[src/rtl/apb_req_master.sv]
// APB3 initiator bridging a single-outstanding req/gnt/rvalid port
// onto SETUP/ACCESS transfers, with misalignment and PREADY timeout.
`timescale 1ns/1ps
module apb_req_master #(
    parameter int unsigned APB_ADDR_WIDTH = 32,
    parameter int unsigned APB_DATA_WIDTH = 32,
    parameter int unsigned TIMEOUT_CYCLES = 255
) (
    input  logic                      clk_i,
    input  logic                      rst_ni,
    input  logic                      req_i,
    input  logic                      we_i,
    input  logic [APB_ADDR_WIDTH-1:0] addr_i,
    input  logic [APB_DATA_WIDTH-1:0] wdata_i,
    output logic                      gnt_o,
    output logic                      rvalid_o,
    output logic [APB_DATA_WIDTH-1:0] rdata_o,
    output logic                      err_o,
    output logic [APB_ADDR_WIDTH-1:0] paddr_o,
    output logic [APB_DATA_WIDTH-1:0] pwdata_o,
    output logic                      pwrite_o,
    output logic                      psel_o,
    output logic                      penable_o,
    input  logic [APB_DATA_WIDTH-1:0] prdata_i,
    input  logic                      pready_i,
    input  logic                      pslverr_i
);

    localparam int unsigned CW =
        (TIMEOUT_CYCLES > 0) ? $clog2(TIMEOUT_CYCLES + 1) : 1;
    localparam logic [CW-1:0] TO_VAL = CW'(TIMEOUT_CYCLES);
    localparam bit TO_EN = (TIMEOUT_CYCLES != 0);

    typedef enum logic [1:0] {
        IDLE,
        SETUP,
        ACCESS,
        ERR
    } state_t;

    state_t                    state_q;
    state_t                    state_d;
    logic [CW-1:0]             cnt_q;
    logic                      load;
    logic                      cnt_clr;
    logic                      cnt_inc;
    logic                      resp;
    logic                      resp_err;
    logic [APB_DATA_WIDTH-1:0] resp_data;
    logic                      misaligned;

    assign misaligned = (addr_i[1:0] != 2'b00);

    // Next-state, handshake and APB phase decode
    always_comb begin
        state_d   = state_q;
        gnt_o     = 1'b0;
        load      = 1'b0;
        cnt_clr   = 1'b0;
        cnt_inc   = 1'b0;
        resp      = 1'b0;
        resp_err  = 1'b0;
        resp_data = '0;
        psel_o    = 1'b0;
        penable_o = 1'b0;
        unique case (state_q)
            IDLE: begin
                if (req_i && rst_ni) begin
                    gnt_o = 1'b1;
                    load  = 1'b1;
                    if (misaligned) begin
                        state_d = ERR;
                    end else begin
                        state_d = SETUP;
                        cnt_clr = 1'b1;
                    end
                end
            end
            SETUP: begin
                psel_o  = 1'b1;
                state_d = ACCESS;
            end
            ACCESS: begin
                psel_o    = 1'b1;
                penable_o = 1'b1;
                if (pready_i) begin
                    resp      = 1'b1;
                    resp_err  = pslverr_i;
                    resp_data = pwrite_o ? '0 : prdata_i;
                    state_d   = IDLE;
                end else if (TO_EN && (cnt_q == TO_VAL)) begin
                    resp     = 1'b1;
                    resp_err = 1'b1;
                    state_d  = IDLE;
                end else begin
                    cnt_inc = 1'b1;
                end
            end
            ERR: begin
                resp     = 1'b1;
                resp_err = 1'b1;
                state_d  = IDLE;
            end
            default: state_d = IDLE;
        endcase
    end

    // State register
    always_ff @(posedge clk_i or negedge rst_ni) begin
        if (!rst_ni) begin
            state_q <= IDLE;
        end else begin
            state_q <= state_d;
        end
    end

    // Capture the granted request; held until the next grant
    always_ff @(posedge clk_i or negedge rst_ni) begin
        if (!rst_ni) begin
            paddr_o  <= '0;
            pwdata_o <= '0;
            pwrite_o <= 1'b0;
        end else if (load) begin
            paddr_o  <= addr_i;
            pwdata_o <= wdata_i;
            pwrite_o <= we_i;
        end
    end

    // ACCESS wait counter; saturates instead of wrapping
    always_ff @(posedge clk_i or negedge rst_ni) begin
        if (!rst_ni) begin
            cnt_q <= '0;
        end else if (cnt_clr) begin
            cnt_q <= '0;
        end else if (cnt_inc && (cnt_q != {CW{1'b1}})) begin
            cnt_q <= cnt_q + 1'b1;
        end
    end

    // Response strobe; data and error hold until the next response
    always_ff @(posedge clk_i or negedge rst_ni) begin
        if (!rst_ni) begin
            rvalid_o <= 1'b0;
            rdata_o  <= '0;
            err_o    <= 1'b0;
        end else begin
            rvalid_o <= resp;
            if (resp) begin
                rdata_o <= resp_data;
                err_o   <= resp_err;
            end
        end
    end

endmodule

[config.mk]
export PLATFORM = sky130hd
export DESIGN_NAME = apb_req_master
export DESIGN_NICKNAME = d
export VERILOG_FILES = /design/src/rtl/apb_req_master.sv
export SDC_FILE = /design/constraint.sdc
export NUM_CORES = 1
export LEC_CHECK = 0
export ABC_AREA = 1
export CAP_MARGIN = 0
export CORE_MARGIN = 2
export CORE_UTILIZATION = 45
export CTS_BUF_LIST = sky130_fd_sc_hd__clkbuf_16
export DETAILED_ROUTE_END_ITERATION = 16
export GPL_TIMING_DRIVEN = 1
export PLACE_DENSITY_LB_ADDON = 0.05
export SYNTH_ARGS = -nofsm -noshare
export SYNTH_HDL_FRONTEND = slang
export SYNTH_SLANG_ARGS = --single-unit
[constraint.sdc]
create_clock -name clk_i -period 2 [get_ports clk_i]
set_input_delay 0.3 -clock clk_i [delete_from_list [all_inputs] [get_ports clk_i]]
set_output_delay 0.3 -clock clk_i [all_outputs]
set_load 0.02 [all_outputs]
Word level (Yosys, flattened, before mapping). Cells that the tools add are included.

Register bits: 109. Bits of input ports: 102.

Add/subtract/negate cells: 1. Mux-type cells: 25. Reductions and logical operators: 7. Eq/ne operators: 7.

Operators with widths (number): 32-bit two-way mux (3); 8-bit two-way mux (2); 1-bit two-way mux (13); 8-bit by 1-bit adder with 8-bit output, second input constant (1); 8-bit == test, second input constant (1); 2-bit two-way mux (4); 8-bit inequality test, second input constant (1); 2-bit one-hot mux with 4 select lines (1); 2-bit == test, second input constant (2); 1-bit one-hot mux with 2 select lines (2); 2-bit nonzero test (2); 3-bit inequality test, second input constant (1); 2-bit by 1-bit == test with 1-bit output, second input constant (1); 1-bit logical AND (2); 2-bit logical NOT (1); 2-bit inequality test, second input constant (1); 2-bit AND reduction (1); 2-bit OR reduction (1).

Depth between registers and ports, before layout. Gate-level depths: netlist of run 1.

Depth after elaboration: 7. Mapped depth: 9.

Least setup slack after synthesis of run 1. No wires, ideal clock.

Path type: reg-to-reg. Start: register state_q[0]. End: register rdata_o[1]. Path slack: 0.520 ns. Required time: 1.917 ns. Period minus slack after synthesis: 1.480 ns. Setup time: 0.083 ns. Cell stages (with the launch flop): 6. Arrival: 1.397 ns. Cells stage by stage: dfrtp_1 > inv_1 > ha_1 > nand3_1 > clkbuf_1 > o21ai_0.

Word-level cells in the longest chain between the ends: 2. Elaborated cells between the ends (all ways): 4. Classes of those cells: 2 x eq/ne; 2 x mux.

RTL lines: from (decl) (RTL line 41) `state_t state_q;`; from (signal assigned) (RTL line 113) `state_q <= state_d;`; 2-bit == test (RTL line 66) `unique case (state_q)`; 1-bit one-hot mux with 2 select lines or 32-bit two-way mux (tied branches) (RTL line 66); to (signal assigned) (RTL line 150) `rdata_o <= resp_data;`; to (decl) (RTL line 17) `output logic [APB_DATA_WIDTH-1:0] rdata_o,`.

Parallel ways exist; a longest one is shown, timed or not. A chain may end at the register's enable or synchronous reset.

Final worst setup path of run 1.
Start: register state_q[0]. End: register paddr_o[20].

Word-level cells in the longest chain between the ends: 2.

RTL lines: 2-bit logical NOT (RTL line 66); 1-bit two-way mux (RTL line 66); to (signal assigned) (RTL line 124) `paddr_o <= addr_i;`; to (decl) (RTL line 19) `output logic [APB_ADDR_WIDTH-1:0] paddr_o,`.

No other way between the ends.

==> results.cfg, run 1 <==
[status]
status = finished, final reports clean

[drt]
vias = 4035
postRouteAntennaNets = 0
first_pass_iters = 4
drt_iter0_markers = 193
wl_mm = 12.2
vias_per_cell = 4.70
avgRoutedWirePerCell_um = 14.2
drcViolationCount = 0

[placed_design]
port_buffers = 203
post-dp-hpwl_mm = 8.52
gp_congestion = 0.775
post-place-ws_ns = 0.0411

[timing]
rsz0062_at_grt = false
fin_ws_ns = 0.180
hold_viol = 0
setup_viol = 0
tightestPinTransition_ns = 0.655
fin_tns_setup_ns = 0
max_freq_ghz = 0.550
maxSlewViolCount = 0
finClkSkew_ns = 0.00864
slew_headroom = 0.563
fin_crit_sh = 0.910
fin_crit_ns = 1.82

[critical_path]
crit_top_cell = nand2_1
path_buf_inv = 3
regToRegStartpoint = state_q[0]$_DFFE_PN0P_
reg2reg_depth = 7
setup.worst_path.start_class = register
end_kind = register
regToRegEndpoint = paddr_o[20]$_DFFE_PN0P_
crit_family = buffers and inverters
path_class = reg2reg
cpPeakStageDelay_ns = 0.54
arrival_ns = 2.10
cp_num_cells = 7
reg2reg_slack_ns = 0.18
crit_chain = inv_1, ha_1, nand3_2, inv_2, buf_4, nand2_1, nand2_1
worst_path_max_delay_cell = buf_4
crit_path_start = state_q[0]$_DFFE_PN0P_
crit_path_max_fanout = 67
endpoint = paddr_o[20]$_DFFE_PN0P_
cp.required_ns = 2.28

[global_routing]
grt_max_degree = 111
grt_first_pass_wirelength_mm = 19.8
grt_pass1_vias = 3972
antenna_found_initial = 0
grtUsageTotal = 0.229
grt-ovfl-total = 0

[synthesis]
synth-seq-cells = 109
yosysSeqAreaShare = 0.600
netlist-cell-type-count = 25
syn_avg_cell_area_um2 = 8.71
syn_area_mm2 = 0.00455
synth_top_area_share = 0.600
yosysWarnings = 0
syn_nets = 629
synth_area_leaders = dfrtp_1 60%, nand2_1 19%, nand3_1 4.6%
synth_top_area_cell = dfrtp_1
syn_inst = 522

[floorplanning]
pin_count = 204
dieArea_mm2 = 0.0109
die_h_um = 105
fp.dieW_um = 105
core_area_mm2 = 0.00977
start_util = 0.465
fp-row-count = 36

[cts]
clock_sinks = 109
clkTransAtPathRegs_ns = 0.07
cts_tree = done
cts_root_buf = clkbuf_16
cts_setup_buffers = 0
clock_latency_ns = 0.35
cts_max_level = 3
numCtsBuffers = 9
clock_path_buffers = 2

[power_and_ir_drop]
internal_power_w = 0.00628
leakage_nw = 3.48
p_seq_frac = 0.354
irDropWorstVdd_uv = 791
switchingPower_w = 0.00394
switching_share = 0.385
power.density_mw_per_mm2 = 1460
p_comb_frac = 0.476
clkPwrFrac = 0.170

[job]
drv_cap = 0

[cells_and_area]
drive_above_1_share = 0.0524
area_growth_pct = 53.5
num_antenna_cells = 0
final_nets = 829

[min_path]
min_path_type = in2async
-- power by group through the flow --
| stage | registers [W] | clock network, W | logic (W) |
|---|---|---|---|
| after floorplan | 0.00466 | 0 | 0.00146 |
| after global placement | 0.00361 | 0 | 0.00482 |
| after detailed placement | 0.00364 | 0 | 0.00491 |
| after CTS | 0.00362 | 0.00176 | 0.00491 |
| after global routing | 0.00373 | 0.00185 | 0.00525 |
| final | 0.00362 | 0.00174 | 0.00486 |
-- sequential cells by signal (all words and copies together) (netlist names) --
register,cells
state_q,2
rdata_o,32
cnt_q,8
pwrite_o,1
rvalid_o,1
paddr_o,32
pwdata_o,32
err_o,1
-- timing repair --
item | 4_1_cts | 5_1_grt
endpoints found under the setup margin | 2 | 11
hold buffers | 0 | 0
resized for setup | 2 | 4
-- worst register-to-register path, cell delays in order, from the launching register on --
cell     delay, ns
dfrtp_1       0.42
inv_1         0.11
ha_1          0.20
nand3_2       0.14
inv_2         0.09
buf_4         0.54
nand2_1       0.16
nand2_1       0.10
-- per-stage QoR --
step           cell area (um2)  hold slack, ns  cells  power (W)  utilization
3_5_place_dp              6700           0.464    844    0.00854        0.686
3_3_place_gp              6700           0.462    844    0.00843        0.686
5_1_grt                   6980           0.123    858     0.0108        0.714
2_1_floorplan             4550         0.00441    522    0.00612            -
4_1_cts                   6980          0.0906    858     0.0103        0.714
6_report                  6980          0.0455    858     0.0102        0.714
-- placed cells by master, fill, tap and decap left out --
cell	synthesis	routed
buf_12	0	2
buf_4	1	8
buf_6	4	1
bufinv_16	0	1
clkbuf_16	0	9
clkbuf_2	0	1
clkdlybuf4s50_1	0	199
clkinv_1	1	1
clkinv_2	0	3
clkinv_4	0	1
dfrtp_1	109	109
dlygate4sd2_1	0	1
dlymetal6s2s_1	0	1
ha_1	5	5
inv_1	44	44
inv_2	2	2
nand2_1	233	233
nand2_2	3	3
nand2_4	1	1
nand3_1	42	41
nand3_2	3	4
nand3b_1	1	1
nor2_1	11	11
nor2_2	1	1
nor2_4	1	1
nor3b_1	2	2
o211ai_1	1	1
o21ai_0	6	6
o21ai_1	29	29
o21bai_1	1	1
xor2_1	2	2
-- worst min-delay path by stage --
stage	startpoint	end	slack (ns)	cells after the start
final	rst_ni	paddr_o[11]$_DFFE_PN0P_	0.05	2
after global routing	rst_ni	paddr_o[12]$_DFFE_PN0P_	0.12	2
after CTS	rst_ni	pwdata_o[19]$_DFFE_PN0P_	0.09	2
after detailed placement	rst_ni	paddr_o[12]$_DFFE_PN0P_	0.46	2
after global placement	rst_ni	paddr_o[12]$_DFFE_PN0P_	0.46	2
after floorplan	rst_ni	cnt_q[0]$_DFFE_PN0P_	0.004	0
-- synthesized netlist by cell type, drive strengths merged --
cell / instances
buf: 15
clkbuf: 9
clkinv: 1
dfrtp: 109
ha: 5
inv: 46
nand2: 237
nand3: 45
nand3b: 1
nor2: 13
nor3b: 2
o211ai: 1
o21ai: 35
o21bai: 1
xor2: 2
-- layout make-up --
class                      instances  area [um2]
inverter                          47         176
clock buffer                       9         225
fill                             788        2790
clock inverter                     5        53.8
multi-input combinational        342        1500
timing repair buffer             213        2130
sequential                       109        2730
tap                              133         166
-- layer usage --
metal	share of wire	GRT usage	routed length (um)
met3	0.090	0.0836	1100
met4	0.023	0.0878	280
met5	0	0	0
met2	0.47	0.373	5730
met1	0.42	0.278	5100
-- cell families after synthesis --
kind of cell | after synthesis | share of synthesized area
DFF | 109 | 0.600
adders and majority gates | 5 | 0.0138
buffers and inverters | 71 | 0.0713
AOI/OAI and AO/OA | 37 | 0.0418
xor gates and xnor gates | 2 | 0.00385
and+or+nand+nor | 298 | 0.270
(Power assumes the default switching activity.)
==> run 2, diff against run 1 <==
--- a/config.mk
+++ b/config.mk
@@ -5,10 +5,9 @@
 export SDC_FILE = /design/constraint.sdc
 export NUM_CORES = 1
 export LEC_CHECK = 0
-export ABC_AREA = 1
 export CAP_MARGIN = 0
 export CORE_MARGIN = 2
-export CORE_UTILIZATION = 45
+export CORE_UTILIZATION = 35
 export CTS_BUF_LIST = sky130_fd_sc_hd__clkbuf_16
 export DETAILED_ROUTE_END_ITERATION = 16
 export GPL_TIMING_DRIVEN = 1
==> run 2 against run 1 <==
Effect of this change:
- via count fell by 10%
- worst setup slack lost 0.035 ns
- first-iteration DRC count is 10% higher
- critical path type is now reg2out
- area after synthesis shrank 6.6%
- clock skew decreased by 0.0021 ns
- clock power about the same
- critical endpoint is now gnt_o
- highest routed layer unchanged
- sequential power about the same
- flip-flop and latch count is the same
- wire length down 4.1%
- die area is 19% higher
==> results.cfg, run 2 <==
[synthesis]
synth-seq-cells = 109
synthFlopType = dfrtp_1
syn_nets = 522
syn_avg_cell_area_um2 = 10.2
synth_edf_count = 0
synth_area_leaders = dfrtp_1 64%, nand2_1 18%, a22o_1 6.6%
ys_async_sr_fraction = 1.00
syn_area_mm2 = 0.00425
synth_top_area_cell = dfrtp_1
syn_inst = 415
synth_top_area_share = 0.642
synth_most_common_cell = nand2_1
netlist-cell-type-count = 32
synthTopCellsByCount = 202 x nand2_1, 109 x dfrtp_1, 32 x a22o_1, 11 x clkbuf_1, 7 x a21oi_1
yosysSeqAreaShare = 0.642
yosysWarnings = 0

[global_routing]
grt_max_degree = 110
grt-ovfl-total = 0
antenna_found_initial = 0
grt_first_pass_wirelength_mm = 19.0
grtUsageTotal = 0.186
grt_pass1_vias = 3731

[critical_path]
cp.required_ns = 1.70
path_class = reg2out
end_kind = primary output
setup.worst_path.start_class = register
crit_path_max_fanout = 5
cpPeakStageDelay_ns = 0.40
crit_chain = inv_1, ha_2, nand3_2, inv_2, clkdlybuf4s15_2
arrival_ns = 1.55
worst_path_max_delay_cell = dfrtp_1

[floorplanning]
start_util = 0.357
fp-row-count = 40
dieArea_mm2 = 0.0130
core_area_mm2 = 0.0119
pin_count = 204
fp.dieW_um = 114
die_h_um = 114

[drt]
avgRoutedWirePerCell_um = 15.2
postRouteAntennaNets = 0
first_pass_iters = 4
vias = 3619
drcViolationCount = 0
wl_mm = 11.7
vias_per_cell = 4.69
drt_iter0_markers = 213

[cts]
cts_root_buf = clkbuf_16
clkTransAtPathRegs_ns = 0.07
numCtsBuffers = 9
clock_sinks = 109
cts-hold-fix-buffers = 0
cts_max_level = 3
clock_latency_ns = 0.34
clock_path_buffers = 2
cts_tree = done
cts_setup_buffers = 0

[timing]
fin_tns_setup_ns = 0
hold_viol = 0
slew_headroom = 0.592
fin_crit_ns = 1.85
tightestPinTransition_ns = 0.612
finClkSkew_ns = 0.00654
rsz0062_at_grt = false
setup_viol = 0
maxSlewViolCount = 0
max_freq_ghz = 0.539
fin_crit_sh = 0.927
whs_ns = 0.0473

[placed_design]
gp_congestion = 0.733
post-dp-hpwl_mm = 8.17
port_buffers = 203
placed_area_mm2 = 0.00648
dp_cells = 755

[power_and_ir_drop]
leakage_nw = 3.20
power_w = 0.0103
power.density_mw_per_mm2 = 1520
irDropWorstVdd_uv = 717

[job]
drv_cap = 0

[cells_and_area]
final_common_cell = nand2_1
layout_common_cells = 202 x nand2_1, 199 x clkdlybuf4s50_1, 109 x dfrtp_1
layout.cells.non_filler = 771
seqCellArea_mm2 = 0.00273
largestRegisters = paddr_o (32), pwdata_o (32), rdata_o (32)
multi_input_area_mm2 = 0.00141
final_area_mm2 = 0.00677
drive_above_1_share = 0.0641
num_antenna_cells = 0
final_nets = 726
area_growth_pct = 59.5
fill_cells = 1093

[status]
status = finished, final reports clean

[min_path]
min_path_type = in2async
[run 2: changes by cell type in the layout (fill, tap and decap cells not counted), sizes merged, moves of 3 or more]
cell / change
a21oi: +8
a22o: +32
inv: -41
nand2: -35
nand3: -42
nor2: -7
o21ai: -32
or4: +3
[run 2: worst paths after layout]
check	cells after the start	startpoint	to	slack (ns)
max reg2reg	6	state_q[0]$_DFFE_PN0P_	cnt_q[5]$_DFFE_PN0P_	0.16
min in group clk_i	4	rst_ni	state_q[0]$_DFFE_PN0P_	0.41
min reg2reg	2	paddr_o[6]$_DFFE_PN0P_	paddr_o[6]$_DFFE_PN0P_	0.47
min	2	rst_ni	rdata_o[29]$_DFFE_PN0P_	0.05
max in group asynchronous	2	rst_ni	rdata_o[31]$_DFFE_PN0P_	1.45
max	5	state_q[0]$_DFFE_PN0P_	gnt_o	0.15
[run 2: kinds of logic after synthesis]
logic type,synth area share
compound gates,0.0975
xor+xnor,0.00619
fa+ha+maj,0.0147
buf+inv,0.0289
flops,0.642
mux,0.00265
simple gates,0.208
[run 2: final cells by class]
class                      count  share of cell area
multi-input combinational    281               0.208
inverter                       5             0.00277
clock buffer                   9              0.0332
sequential                   109               0.403
timing repair buffer         213               0.317
clock inverter                 7             0.00979
tap                          147              0.0272
[run 2: stage by stage]
| step | utilization | setup WS (ns) |
|---|---|---|
| after global placement | 0.544 | 0.0418 |
| after floorplan | - | 0.195 |
| after detailed placement | 0.544 | 0.0462 |
| after global routing | 0.569 | 0.0452 |
| after CTS | 0.568 | 0.00397 |
| final | 0.569 | 0.145 |
[run 2: per-layer routing]
| metal | vias to the layer above | track usage | share of wire | routed length [um] |
|---|---|---|---|---|
| li1 | 1753 | - | - | - |
| met5 | - | 0 | 0 | 0 |
| met2 | 140 | 0.281 | 0.46 | 5360 |
| met4 | 0 | 0.0886 | 0.024 | 284 |
| met1 | 1708 | 0.240 | 0.43 | 4980 |
| met3 | 18 | 0.0667 | 0.092 | 1080 |
[run 2: critical path: cells and delay by family, from the launching register on]
kind / cells / cell delay, ns
buffers and inverters: 3 / 0.47
adder cells (fa/ha/maj): 1 / 0.24
flip-flops: 1 / 0.40
AND/OR/NAND/NOR: 1 / 0.10
[run 2: timing repair]
| action | 4_1_cts | 5_1_grt |
|---|---|---|
| gates resized for setup | 4 | 2 |
| setup endpoints to repair | 2 | 8 |
| endpoints found under the hold margin | 0 | 0 |
[run 2: power breakdown]
part / internal, W / switching (W) / total, W
Clock: 0.000965 / 0.000798 / 0.00176
Sequential: 0.00312 / 0.000501 / 0.00362
Combinational: 0.00235 / 0.00256 / 0.00491
Total: 0.00643 / 0.00386 / 0.0103
